===== src/rtl/setpoint_entry_if.sv =====
// setpoint_entry_if: button inputs, edit enable and setpoint outputs of the setpoint front end
interface setpoint_entry_if #(parameter int TEMP_W = 10);
  logic button1, button2, set_en;
  logic [TEMP_W-1:0] goal_temp;
  logic inc_pulse, dec_pulse, at_limit;
  modport master(output button1, button2, set_en, input goal_temp, inc_pulse, dec_pulse, at_limit);
  modport slave(input button1, button2, set_en, output goal_temp, inc_pulse, dec_pulse, at_limit);
endinterface


===== src/rtl/setpoint_entry.sv =====
// setpoint_entry: debounced inc/dec buttons with auto-repeat driving a saturating setpoint register
// Define SETPOINT_ACCEL_EN to quadruple the step after 8 consecutive auto-repeat steps.
module setpoint_entry #(
  parameter int DEBOUNCE_CYCLES = 500000,
  parameter int REPEAT_DELAY = 25000000,
  parameter int REPEAT_RATE = 5000000,
  parameter int STEP = 5,
  parameter int MIN_TEMP = 150,
  parameter int MAX_TEMP = 550,
  parameter int INIT_TEMP = 300,
  parameter int TEMP_W = 10
) (
  input logic clk,
  input logic rst,
  setpoint_entry_if.slave sif
);
  localparam int DW = $clog2(DEBOUNCE_CYCLES + 1);
  localparam int TW = $clog2((REPEAT_DELAY > REPEAT_RATE ? REPEAT_DELAY : REPEAT_RATE) + 1);
  localparam logic [TEMP_W:0] MAX_X = (TEMP_W+1)'(MAX_TEMP);
  localparam logic [TEMP_W:0] MIN_X = (TEMP_W+1)'(MIN_TEMP);
  localparam logic [TEMP_W:0] STEP_X = (TEMP_W+1)'(STEP);
  typedef enum logic [1:0] {IDLE, HOLD, REPEAT} state_t;
  logic [1:0] s1, s2, deb, req;
  logic [DW-1:0] dcnt [2];
  state_t st [2];
  state_t st_n [2];
  logic [TW-1:0] tmr [2];
  logic [TW-1:0] tmr_n [2];
  logic lock, blocked;
  logic [TEMP_W-1:0] goal, up_val, dn_val;
  logic [TEMP_W:0] up_amt, dn_amt, up_sum, dn_floor;
  // index 0 is the increment button, index 1 the decrement button
  always_ff @(posedge clk or posedge rst)
    if (rst) begin
      s1 <= 2'b11;
      s2 <= 2'b11;
      deb <= 2'b11;
      lock <= 1'b0;
      for (int i = 0; i < 2; i++) dcnt[i] <= '0;
    end else begin
      s1 <= {sif.button2, sif.button1};
      s2 <= s1;
      lock <= deb == 2'b00 ? 1'b1 : deb == 2'b11 ? 1'b0 : lock;
      for (int i = 0; i < 2; i++)
        if (s2[i] == deb[i]) dcnt[i] <= '0;
        else if (dcnt[i] == DW'(DEBOUNCE_CYCLES - 1)) begin
          deb[i] <= s2[i];
          dcnt[i] <= '0;
        end else dcnt[i] <= dcnt[i] + 1'b1;
    end
  // a chord locks both buttons out until both are released again
  assign blocked = lock | (deb == 2'b00);
  always_comb begin
    for (int i = 0; i < 2; i++) begin
      st_n[i] = IDLE;
      tmr_n[i] = '0;
      req[i] = 1'b0;
      if (!deb[i] && !blocked)
        case (st[i])
          IDLE: begin
            st_n[i] = HOLD;
            req[i] = 1'b1;
          end
          HOLD: begin
            req[i] = tmr[i] == TW'(REPEAT_DELAY - 1);
            st_n[i] = req[i] ? REPEAT : HOLD;
            tmr_n[i] = req[i] ? '0 : tmr[i] + 1'b1;
          end
          default: begin
            req[i] = tmr[i] == TW'(REPEAT_RATE - 1);
            st_n[i] = REPEAT;
            tmr_n[i] = req[i] ? '0 : tmr[i] + 1'b1;
          end
        endcase
    end
  end
  always_ff @(posedge clk or posedge rst)
    if (rst)
      for (int i = 0; i < 2; i++) begin
        st[i] <= IDLE;
        tmr[i] <= '0;
      end
    else
      for (int i = 0; i < 2; i++) begin
        st[i] <= st_n[i];
        tmr[i] <= tmr_n[i];
      end
`ifdef SETPOINT_ACCEL_EN
  logic [3:0] run [2];
  always_ff @(posedge clk or posedge rst)
    if (rst)
      for (int i = 0; i < 2; i++) run[i] <= '0;
    else
      for (int i = 0; i < 2; i++)
        if (deb[i] || blocked) run[i] <= '0;
        else if (req[i] && st[i] != IDLE && run[i] != 4'd8) run[i] <= run[i] + 1'b1;
  assign up_amt = run[0] == 4'd8 ? (TEMP_W+1)'(4 * STEP) : STEP_X;
  assign dn_amt = run[1] == 4'd8 ? (TEMP_W+1)'(4 * STEP) : STEP_X;
`else
  assign up_amt = STEP_X;
  assign dn_amt = STEP_X;
`endif
  assign up_sum = {1'b0, goal} + up_amt;
  assign dn_floor = MIN_X + dn_amt;
  assign up_val = up_sum > MAX_X ? MAX_X[TEMP_W-1:0] : up_sum[TEMP_W-1:0];
  assign dn_val = {1'b0, goal} < dn_floor ? MIN_X[TEMP_W-1:0] : goal - dn_amt[TEMP_W-1:0];
  always_ff @(posedge clk or posedge rst)
    if (rst) begin
      goal <= TEMP_W'(INIT_TEMP);
      sif.inc_pulse <= 1'b0;
      sif.dec_pulse <= 1'b0;
    end else begin
      sif.inc_pulse <= req[0] & sif.set_en;
      sif.dec_pulse <= req[1] & sif.set_en;
      if (req[0] && sif.set_en) goal <= up_val;
      else if (req[1] && sif.set_en) goal <= dn_val;
    end
  assign sif.goal_temp = goal;
  assign sif.at_limit = goal == MIN_X[TEMP_W-1:0] || goal == MAX_X[TEMP_W-1:0];
endmodule


===== src/flat_wrapper.sv =====
// flat-port wrapper written by rule: the top's interface ports become plain ports
module setpoint_entry_flat 
#(
  parameter int DEBOUNCE_CYCLES = 500000,
  parameter int REPEAT_DELAY = 25000000,
  parameter int REPEAT_RATE = 5000000,
  parameter int STEP = 5,
  parameter int MIN_TEMP = 150,
  parameter int MAX_TEMP = 550,
  parameter int INIT_TEMP = 300,
  parameter int TEMP_W = 10
)
  (clk, rst, sif_button1, sif_button2, sif_set_en, sif_goal_temp, sif_inc_pulse, sif_dec_pulse, sif_at_limit);
  setpoint_entry_if #(.TEMP_W(TEMP_W)) sif_i ();
  input logic clk;
  input logic rst;
  input wire logic [$bits(sif_i.button1)-1:0] sif_button1;
  input wire logic [$bits(sif_i.button2)-1:0] sif_button2;
  input wire logic [$bits(sif_i.set_en)-1:0] sif_set_en;
  output wire logic [$bits(sif_i.goal_temp)-1:0] sif_goal_temp;
  output wire logic [$bits(sif_i.inc_pulse)-1:0] sif_inc_pulse;
  output wire logic [$bits(sif_i.dec_pulse)-1:0] sif_dec_pulse;
  output wire logic [$bits(sif_i.at_limit)-1:0] sif_at_limit;
  assign sif_i.button1 = sif_button1;
  assign sif_i.button2 = sif_button2;
  assign sif_i.set_en = sif_set_en;
  assign sif_goal_temp = sif_i.goal_temp;
  assign sif_inc_pulse = sif_i.inc_pulse;
  assign sif_dec_pulse = sif_i.dec_pulse;
  assign sif_at_limit = sif_i.at_limit;
  setpoint_entry #(.DEBOUNCE_CYCLES(DEBOUNCE_CYCLES), .REPEAT_DELAY(REPEAT_DELAY), .REPEAT_RATE(REPEAT_RATE), .STEP(STEP), .MIN_TEMP(MIN_TEMP), .MAX_TEMP(MAX_TEMP), .INIT_TEMP(INIT_TEMP), .TEMP_W(TEMP_W)) u_core (.clk(clk), .rst(rst), .sif(sif_i));
endmodule

===== config.mk =====
export PLATFORM = sky130hd
export DESIGN_NAME = setpoint_entry_flat
export DESIGN_NICKNAME = d
export VERILOG_FILES = /design/src/rtl/setpoint_entry_if.sv /design/src/rtl/setpoint_entry.sv /design/src/flat_wrapper.sv
export SDC_FILE = /design/constraint.sdc
export NUM_CORES = 1
export LEC_CHECK = 0
export ABC_AREA = 1
export CORE_MARGIN = 2
export CORE_UTILIZATION = 62
export CTS_CLUSTER_DIAMETER = 80
export CTS_CLUSTER_SIZE = 12
export DETAILED_ROUTE_END_ITERATION = 8
export PLACE_DENSITY = 0.86
export SYNTH_ARGS = -nofsm -noshare
export SYNTH_HDL_FRONTEND = slang
export SYNTH_SLANG_ARGS = --single-unit

===== constraint.sdc =====
create_clock -name clk -period 4.3 [get_ports clk]
set_input_delay 1.075 -clock clk [delete_from_list [all_inputs] [get_ports clk]]
set_output_delay 1.075 -clock clk [all_outputs]
set_load 0.05 [all_outputs]

# Yosys cells after proc, flatten, opt, wreduce, memory -nomap -nowiden

Index checks and enable logic that the tools add are counted.

Input port bits: 5
Flip-flop bits (word level): 111
Output and inout port bits: 13
Word-level logic and storage cells: 83

Bitwise operators: 5
$add $sub $neg: 6
Reduce and logical (&&, ||, !) cells: 15
Equality and inequality tests: 13
Magnitude comparators: 2
Multiplexer cells: 28

Operator list:

| cell                                                                              | number |
|---|---|
| 25-bit 2-to-1 mux                                                                 | 6 |
| 25-bit one-hot mux with 2 select lines                                            | 2 |
| 19-bit 2-to-1 mux                                                                 | 4 |
| 25-bit by 1-bit adder with 25-bit output, second input constant                   | 2 |
| 25-bit by 23-bit equality test with 1-bit output, second input constant           | 2 |
| 25-bit equality test, second input constant                                       | 2 |
| 10-bit 2-to-1 mux                                                                 | 4 |
| 19-bit by 1-bit adder with 19-bit output, second input constant                   | 2 |
| 19-bit equality test, second input constant                                       | 2 |
| 10-bit by 3-bit adder with 11-bit output, second input constant                   | 1 |
| 11-bit by 10-bit greater-than comparator with 1-bit output, second input constant | 1 |
| 10-bit equality test, second input constant                                       | 1 |
| 10-bit by 8-bit equality test with 1-bit output, second input constant            | 1 |
| 10-bit by 8-bit < comparator with 1-bit output, second input constant             | 1 |
| 10-bit by 3-bit subtractor with 10-bit output, second input constant              | 1 |
| 2-bit 2-to-1 mux                                                                  | 4 |
| 2-bit one-hot mux with 2 select lines                                             | 2 |
| 2-bit zero test                                                                   | 3 |
| 2-bit by 1-bit equality test with 1-bit output, second input constant             | 2 |
| 1-bit logical AND                                                                 | 4 |
| 1-bit 2-to-1 mux                                                                  | 4 |
| 1-bit one-hot mux with 2 select lines                                             | 2 |
| 2-bit AND reduction                                                               | 2 |
| 2-bit nonzero test                                                                | 2 |
| other kinds (7)                                                                   | 12 |

# Longest topological paths before layout

Gate-level depths: netlist of the first run.

Word-level depth: 8
Depth in mapped cells: 15
Mapped depth without buffers: 15

# Least setup slack after synthesis of the first run

OpenSTA, ideal clock, no wires.

Path kind: flip-flop to output port
Start: register u_core.goal[7] (netlist: u_core.sif.goal_temp[7])
End: output port sif_at_limit
Arrival time: 2278 ps
Stages on the path, launching flop included: 7
Path buffers: 1
Required time: 3225 ps
Path slack: 947 ps
Cell sequence: dfrtp_1 > buf_4 > nor2_1 > nand3_1 > o31ai_1 > nand2_1 > nor3_1

Longest elaborated chain between the ends: 2
Elaborated cells on any way between the ends: 3
Those cells by class: eq/ne: 2; reduce/logical: 1

Ends and longest elaborated chain:

| element                                                                                        | RTL line              | source |
|---|---|---|
| start, declared                                                                                | setpoint_entry.sv:30  | `logic [TEMP_W-1:0] goal, up_val, dn_val;` |
| start signal, assigned                                                                         | setpoint_entry.sv:109 | `goal <= TEMP_W'(INIT_TEMP);` |
| start signal, assigned                                                                         | setpoint_entry.sv:115 | `if (req[0] && sif.set_en) goal <= up_val;` |
| start signal, assigned                                                                         | setpoint_entry.sv:116 | `else if (req[1] && sif.set_en) goal <= dn_val;` |
| 10-bit by 8-bit equality test with 1-bit output / 10-bit equality test (equally long branches) | setpoint_entry.sv:119 | `assign sif.at_limit = goal == MIN_X[TEMP_W-1:0] \|\| goal == MAX_X[TEMP_W-1:0];` |
| 1-bit logical OR (*)                                                                           | setpoint_entry.sv:119 |  |
| end, declared                                                                                  | flat_wrapper.sv:23    | `output wire logic [$bits(sif_i.at_limit)-1:0] sif_at_limit;` |

Every way passes the cells marked *; elsewhere a longest branch is shown, timed or not.

# Final worst setup path of the first run

Start: register u_core.goal[6] (netlist: u_core.sif.goal_temp[6])
End: output port sif_at_limit

Same word-level chain as after synthesis.

==> results of run 1 <==
==> cell type report <==
| cell class | count | area, µm² | area share [%] |
|---|---|---|---|
| Tap cell | 136 | 170 | 2.40 |
| Sequential cell | 111 | 2790 | 39.3 |
| Timing Repair Buffer | 21 | 200 | 2.82 |
| Inverter | 115 | 434 | 6.12 |
| Multi-Input combinational cell | 627 | 3310 | 46.6 |
| Clock buffer | 10 | 138 | 1.94 |
| Clock inverter | 6 | 51.3 | 0.723 |
==> power groups by stage <==
| stage | combinational [mW] | sequential (mW) | clock (mW) |
|---|---|---|---|
| 2_1_floorplan | 0.0289 | 1.08 | 0 |
| 3_3_place_gp | 0.0439 | 1.08 | 0 |
| 3_5_place_dp | 0.0448 | 1.08 | 0 |
| 4_1_cts | 0.0448 | 1.06 | 0.625 |
| 5_1_grt | 0.0515 | 1.06 | 0.669 |
| 6_report | 0.0428 | 1.06 | 0.606 |
==> registers in the layout, summed over array words and instances (netlist names) <==
register,cells
u_core.sif.inc_pulse,1
u_core.sif.goal_temp,10
u_core.lock,1
u_core.deb,2
u_core.tmr,50
u_core.dcnt,38
u_core.sif.dec_pulse,1
u_core.s1,2
u_core.st,4
u_core.s2,2
==> final timing paths <==
check	slack, ps	startpoint	to	depth (start not counted)
worst max register to register	1880	u_core.deb[0]	u_core.sif.goal_temp[6]	10
worst max-delay path	730	u_core.sif.goal_temp[6]	sif_at_limit	6
min in group asynchronous	1160	rst	u_core.sif.goal_temp[9]	2
max in group asynchronous	2410	rst	u_core.tmr[31]	3
worst min-delay path	360	u_core.s1[0]	u_core.s2[0]	0
worst min register to register	360	u_core.s1[0]	u_core.s2[0]	0
==> metrics by stage <==
| step | total power [mW] | hold WS, ps |
|---|---|---|
| after global routing | 1.78 | 373 |
| final | 1.71 | 363 |
| after global placement | 1.12 | 346 |
| after floorplan | 1.10 | 345 |
| after CTS | 1.73 | 365 |
| after detailed placement | 1.12 | 349 |
==> metal layers <==
metal  up-vias  global-route usage [%]
li1       2831                       -
met3        22                    4.30
met2       135                    42.0
met5         -                       0
met4         0                    6.96
met1      2579                    33.4
==> layout by cell type, fill, tap and decap left out, types with 12 or more instances in the layout <==
| master | netlist | layout |
|---|---|---|
| nor2_1 | 139 | 139 |
| dfrtp_1 | 101 | 101 |
| nor2_2 | 12 | 12 |
| nand2_2 | 14 | 14 |
| inv_1 | 107 | 106 |
| xor2_1 | 27 | 27 |
| nor3_1 | 26 | 26 |
| nand2_1 | 183 | 183 |
| o21ai_0 | 29 | 29 |
| nand3_1 | 47 | 47 |
| clkdlybuf4s50_1 | 0 | 17 |
| a21oi_1 | 24 | 24 |
| nand4_1 | 26 | 26 |
==> critical path, delay by kind of cell, from the launching register on <==
| kind | cells | cell delay, ps |
|---|---|---|
| compound gates | 1 | 270 |
| simple gates | 4 | 490 |
| flops | 1 | 510 |
| buf+inv | 1 | 830 |
==> logic make-up (layout without fill, tap and decap cells) <==
| logic type | after synthesis | count (layout) | synth area share [%] |
|---|---|---|---|
| AO/OA/AOI/OAI | 76 | 76 | 6.31 |
| AND/OR/NAND/NOR | 507 | 507 | 37.2 |
| flip-flops | 111 | 111 | 42.1 |
| adder cells (fa/ha/maj) | 10 | 10 | 1.89 |
| XOR/XNOR | 32 | 32 | 4.23 |
| buffers and inverters | 127 | 152 | 7.92 |
| multiplexers | 2 | 2 | 0.340 |
==> out/metrics.csv, run 1 <==
metric,value,unit
result of the run,finished clean,
Die X,107,µm
Net Sw Power,0.408,mW
upper clock frequency limit,280,MHz
final net count,900,
Logic pwr share,2.5,%
CTS tree,built,
Die Height,107,µm
register area share after synthesis,42.1,%
DRT iter0 DRCs,377,
Pleak,3.05,nW
num ports,18,
worst skew pair latency,380,ps
min-delay worst type,register to register,
Post-synth EDFFs,0,
Synth top area share,38.2,%
Via density,5.43,
Yosys top cell by area,dfrtp_1,
first-pass GRT wire length,23.3,mm
Reg power frac,61.9,%
# fillers,857,
met3 WL,592,µm
Crit Path Class,register to output pin,
crit-path max FO,10,
"Largest stage delay, worst path",830,ps
DR WL met2,6.33,mm
via count,5567,
antenna violations before repair,0,
clock power share,35.5,%
Placed Cells,1010,
top-count cell post-synth,nand2_1,
internal power,1.30,mW
synth cell count leaders,"nand2_1, nor2_1, inv_1",
library cells used by synthesis,42,
largest net degree at the start of global routing,62,
DRT antenna net count,0,
critical path startpoint category,register,
crit-path cells,"nor2_1, nand3_1, o31ai_1, nand2_1, nor3_1, clkdlybuf4s50_1",
CTS Sinks,111,
period utilization,83.0,%
Slew @ Worst Pin,732,ps
area grow syn2layout,7.08,%
Mean Syn Cell Area,7.66,µm²
ys flop type,dfrtp_1,
DP Wirelength,9.82,mm
CTS resizes,0,
hold buffers post-CTS,0,
Mapped Cells,865,
vias in the first global route,5349,
Critical Path RT,3220,ps
die area,11500,µm²
asr flop ratio synth,100,%
gr usage total,25.0,%
pwr dens,241,nW/µm²
Starting Density,63.9,%
crit path DAT,2500,ps
pre-CTS WS,1160,ps
Sw Share,23.9,%
Worst-path clk slew,100,ps
post-CTS setup buffer count,0,
share of layout cells above drive strength 1,11.5,%
# DRC,0,
Clock Path Buffers,2,
CTS Buf Count,9,
Synth Cell Area,6620,µm²
Final WS setup,730,ps
placed inst area,6900,µm²
Final setup viols,0,
min Tclk post-route,3570,ps
Diodes inserted,0,
Synth area leaders,"dfrtp_1, nand2_1, nor2_1",
Top Metal Used,met4,
Final Cell Area,7090,µm²
clock skew,10.4,ps
Rows,37,
RSZ-0062 raised after global routing,false,
worst relative slew slack,51.2,%
IO buf count,17,
Max IR drop VDD,0.268,mV
met1 WL,6.22,mm
Final Wtd Congestion,0.935,
count of final hold-check violations,0,
CP Capture Type,output pin,
root buf cell,clkbuf_8,
H-Tree Depth,3,
wire per inst,13.0,µm
Yosys reg bits,111,
GRT Residual Overflow,0,
Core Box Area,10400,µm²
Synth warnings,0,
Final Non-Filler Cells,1026,
Slowest cell on crit path,clkdlybuf4s50_1,
Pins Over Slew Limit,0,
"Core Util, Final",68.4,%
Max-cap violations,0,
setup TNS,0,ps
syn_nets,880,
Pre-antenna DRT Iters,5,
Routed WL,13.4,mm
No activity file was read; power rests on OpenSTA's default activity.
==> inputs of run 2 (changes only) <==
==> constraint.sdc (replaced) <==
create_clock -name clk -period 3.75 [get_ports clk]
set_input_delay 0.9375 -clock clk [delete_from_list [all_inputs] [get_ports clk]]
set_output_delay 0.9375 -clock clk [all_outputs]
set_load 0.05 [all_outputs]
==> out/metrics.csv, run 2 (synthesis gave the netlist of run 1 again) <==
metric,value,unit,change
RSZ-0062 raised after global routing,false,,unchanged
GRT busiest layer,met2,,unchanged
worst relative slew slack,58.3,%,was 51.2%
Rows,37,,unchanged
max FFs per register,50,,unchanged
area grow syn2layout,7.05,%,was 7.08%
Largest Register,u_core.tmr,,unchanged
DP Wirelength,9.61,mm,was 9.82 mm
Final Hold Slack,354,ps,was 363 ps
largest net degree at the start of global routing,89,,was 62
setup TNS,0,ps,unchanged
count of final hold-check violations,0,,unchanged
Placed Cells,1008,,was 1010
Die Height,107,µm,unchanged
Routed WL,13.0,mm,was 13.4 mm
H-Tree Depth,3,,unchanged
"Largest stage delay, worst path",830,ps,about the same
crit-path cells,"nor2_1, nand3_1, o31ai_1, nand2_1, nor3_1, clkdlybuf4s50_1",,unchanged
pwr dens,275,nW/µm²,was 241 nW/µm²
Worst R2R Setup Slack,1400,ps,was 1880 ps
Diodes inserted,0,,unchanged
vias in the first global route,5235,,was 5349
via count,5525,,was 5567
IO buf count,17,,unchanged
Clock Path Buffers,2,,unchanged
crit path DAT,2490,ps,was 2500 ps
"commonest non-fill, non-tap cell in the layout",nand2_1,,unchanged
CTS resizes,0,,unchanged
met2 usage,39.6,%,was 42.0%
min-delay worst type,register to register,,unchanged
Core Box Area,10400,µm²,unchanged
upper clock frequency limit,292,MHz,
Final Wtd Congestion,0.925,,was 0.935
Final setup viols,0,,unchanged
final net count,898,,was 900
Slew @ Worst Pin,620,ps,was 732 ps
CTS Buf Count,9,,unchanged
share of layout cells above drive strength 1,11.0,%,was 11.5%
CP Capture Type,output pin,,unchanged
die area,11500,µm²,unchanged
Max-cap violations,0,,unchanged
post-CTS setup buffer count,0,,unchanged
CTS Sinks,111,,unchanged
Via density,5.40,,was 5.43
"Core Util, Final",68.4,%,about the same
gr usage total,24.8,%,was 25.0%
period utilization,91.3,%,
antenna violations before repair,0,,unchanged
min Tclk post-route,3420,ps,
Critical Path RT,2810,ps,was 3220 ps
# DRC,0,,unchanged
first-pass GRT wire length,23.2,mm,was 23.3 mm
Pins Over Slew Limit,0,,unchanged
DRT antenna net count,0,,unchanged
num ports,18,,unchanged
Starting Density,63.9,%,unchanged
DRT iter0 DRCs,398,,was 377
result of the run,finished clean,,unchanged
met1 Usage GRT,34.0,%,was 33.4%
Slowest cell on crit path,clkdlybuf4s50_1,,unchanged
Pleak,3.03,nW,was 3.05 nW
clock skew,11.1,ps,was 10.4 ps
Crit Path Class,register to output pin,,unchanged
critical path startpoint category,register,,unchanged
"Power, Total",1.95,mW,was 1.71 mW
Pre-antenna DRT Iters,6,,was 5
Die X,107,µm,unchanged
hold buffers post-CTS,0,,unchanged
CTS tree,built,,unchanged
wire per inst,12.7,µm,was 13.0 µm
Worst-path clk slew,100,ps,about the same
Max IR drop VDD,0.341,mV,was 0.268 mV
met3 GRT Util,5.87,%,was 4.30%
crit-path max FO,10,,unchanged
Final Non-Filler Cells,1023,,was 1026
root buf cell,clkbuf_8,,unchanged
GRT Residual Overflow,0,,unchanged
worst skew pair latency,380,ps,about the same
most frequent cells in the layout,"nand2_1, nor2_1, inv_1",,unchanged
run 2: area by class of cell:
type | instances | area, µm²
Tap cell | 136 | 170
Clock inverter | 5 | 60.1
Multi-Input combinational cell | 627 | 3310
Sequential cell | 111 | 2790
Timing Repair Buffer | 19 | 198
Fill cell | 830 | 3280
Clock buffer | 10 | 128
Inverter | 115 | 435
run 2: power breakdown:
part	total, mW	switching (mW)	internal (mW)
Clock	0.688	0.382	0.306
Sequential	1.21	0.00625	1.21
Combinational	0.0495	0.0369	0.0125
Total	1.95	0.425	1.52
run 2: worst max-delay path, delay by kind of cell (launching register included):
kind | cells | cell delay, ps
buf+inv | 1 | 830
flops | 1 | 510
simple gates | 4 | 510
compound gates | 1 | 260
run 2: stage by stage:
stage | setup slack [ps] | area (µm²)
final | 327 | 7090
after global routing | 176 | 7090
after CTS | 277 | 7090
after detailed placement | 716 | 6900
after global placement | 716 | 6900
after floorplan | 535 | 6630
run 2: path summary, 6_finish.rpt:
path | from | end | cells after the start
worst max-delay path | u_core.sif.goal_temp[6] | sif_at_limit | 6
worst min-delay path | u_core.s1[0] | u_core.s2[0] | 0
worst max register to register | u_core.deb[0] | u_core.sif.goal_temp[6] | 10
worst min register to register | u_core.s1[0] | u_core.s2[0] | 0
max in group asynchronous | rst | u_core.sif.goal_temp[5] | 3
min in group asynchronous | rst | u_core.dcnt[17] | 2
run 2: layer usage:
layer / wire length (µm) / vias up
li1: - / 2830
met1: 6050 / 2530
met2: 6110 / 143
met3: 630 / 22
met4: 196 / 0
met5: 0 / -
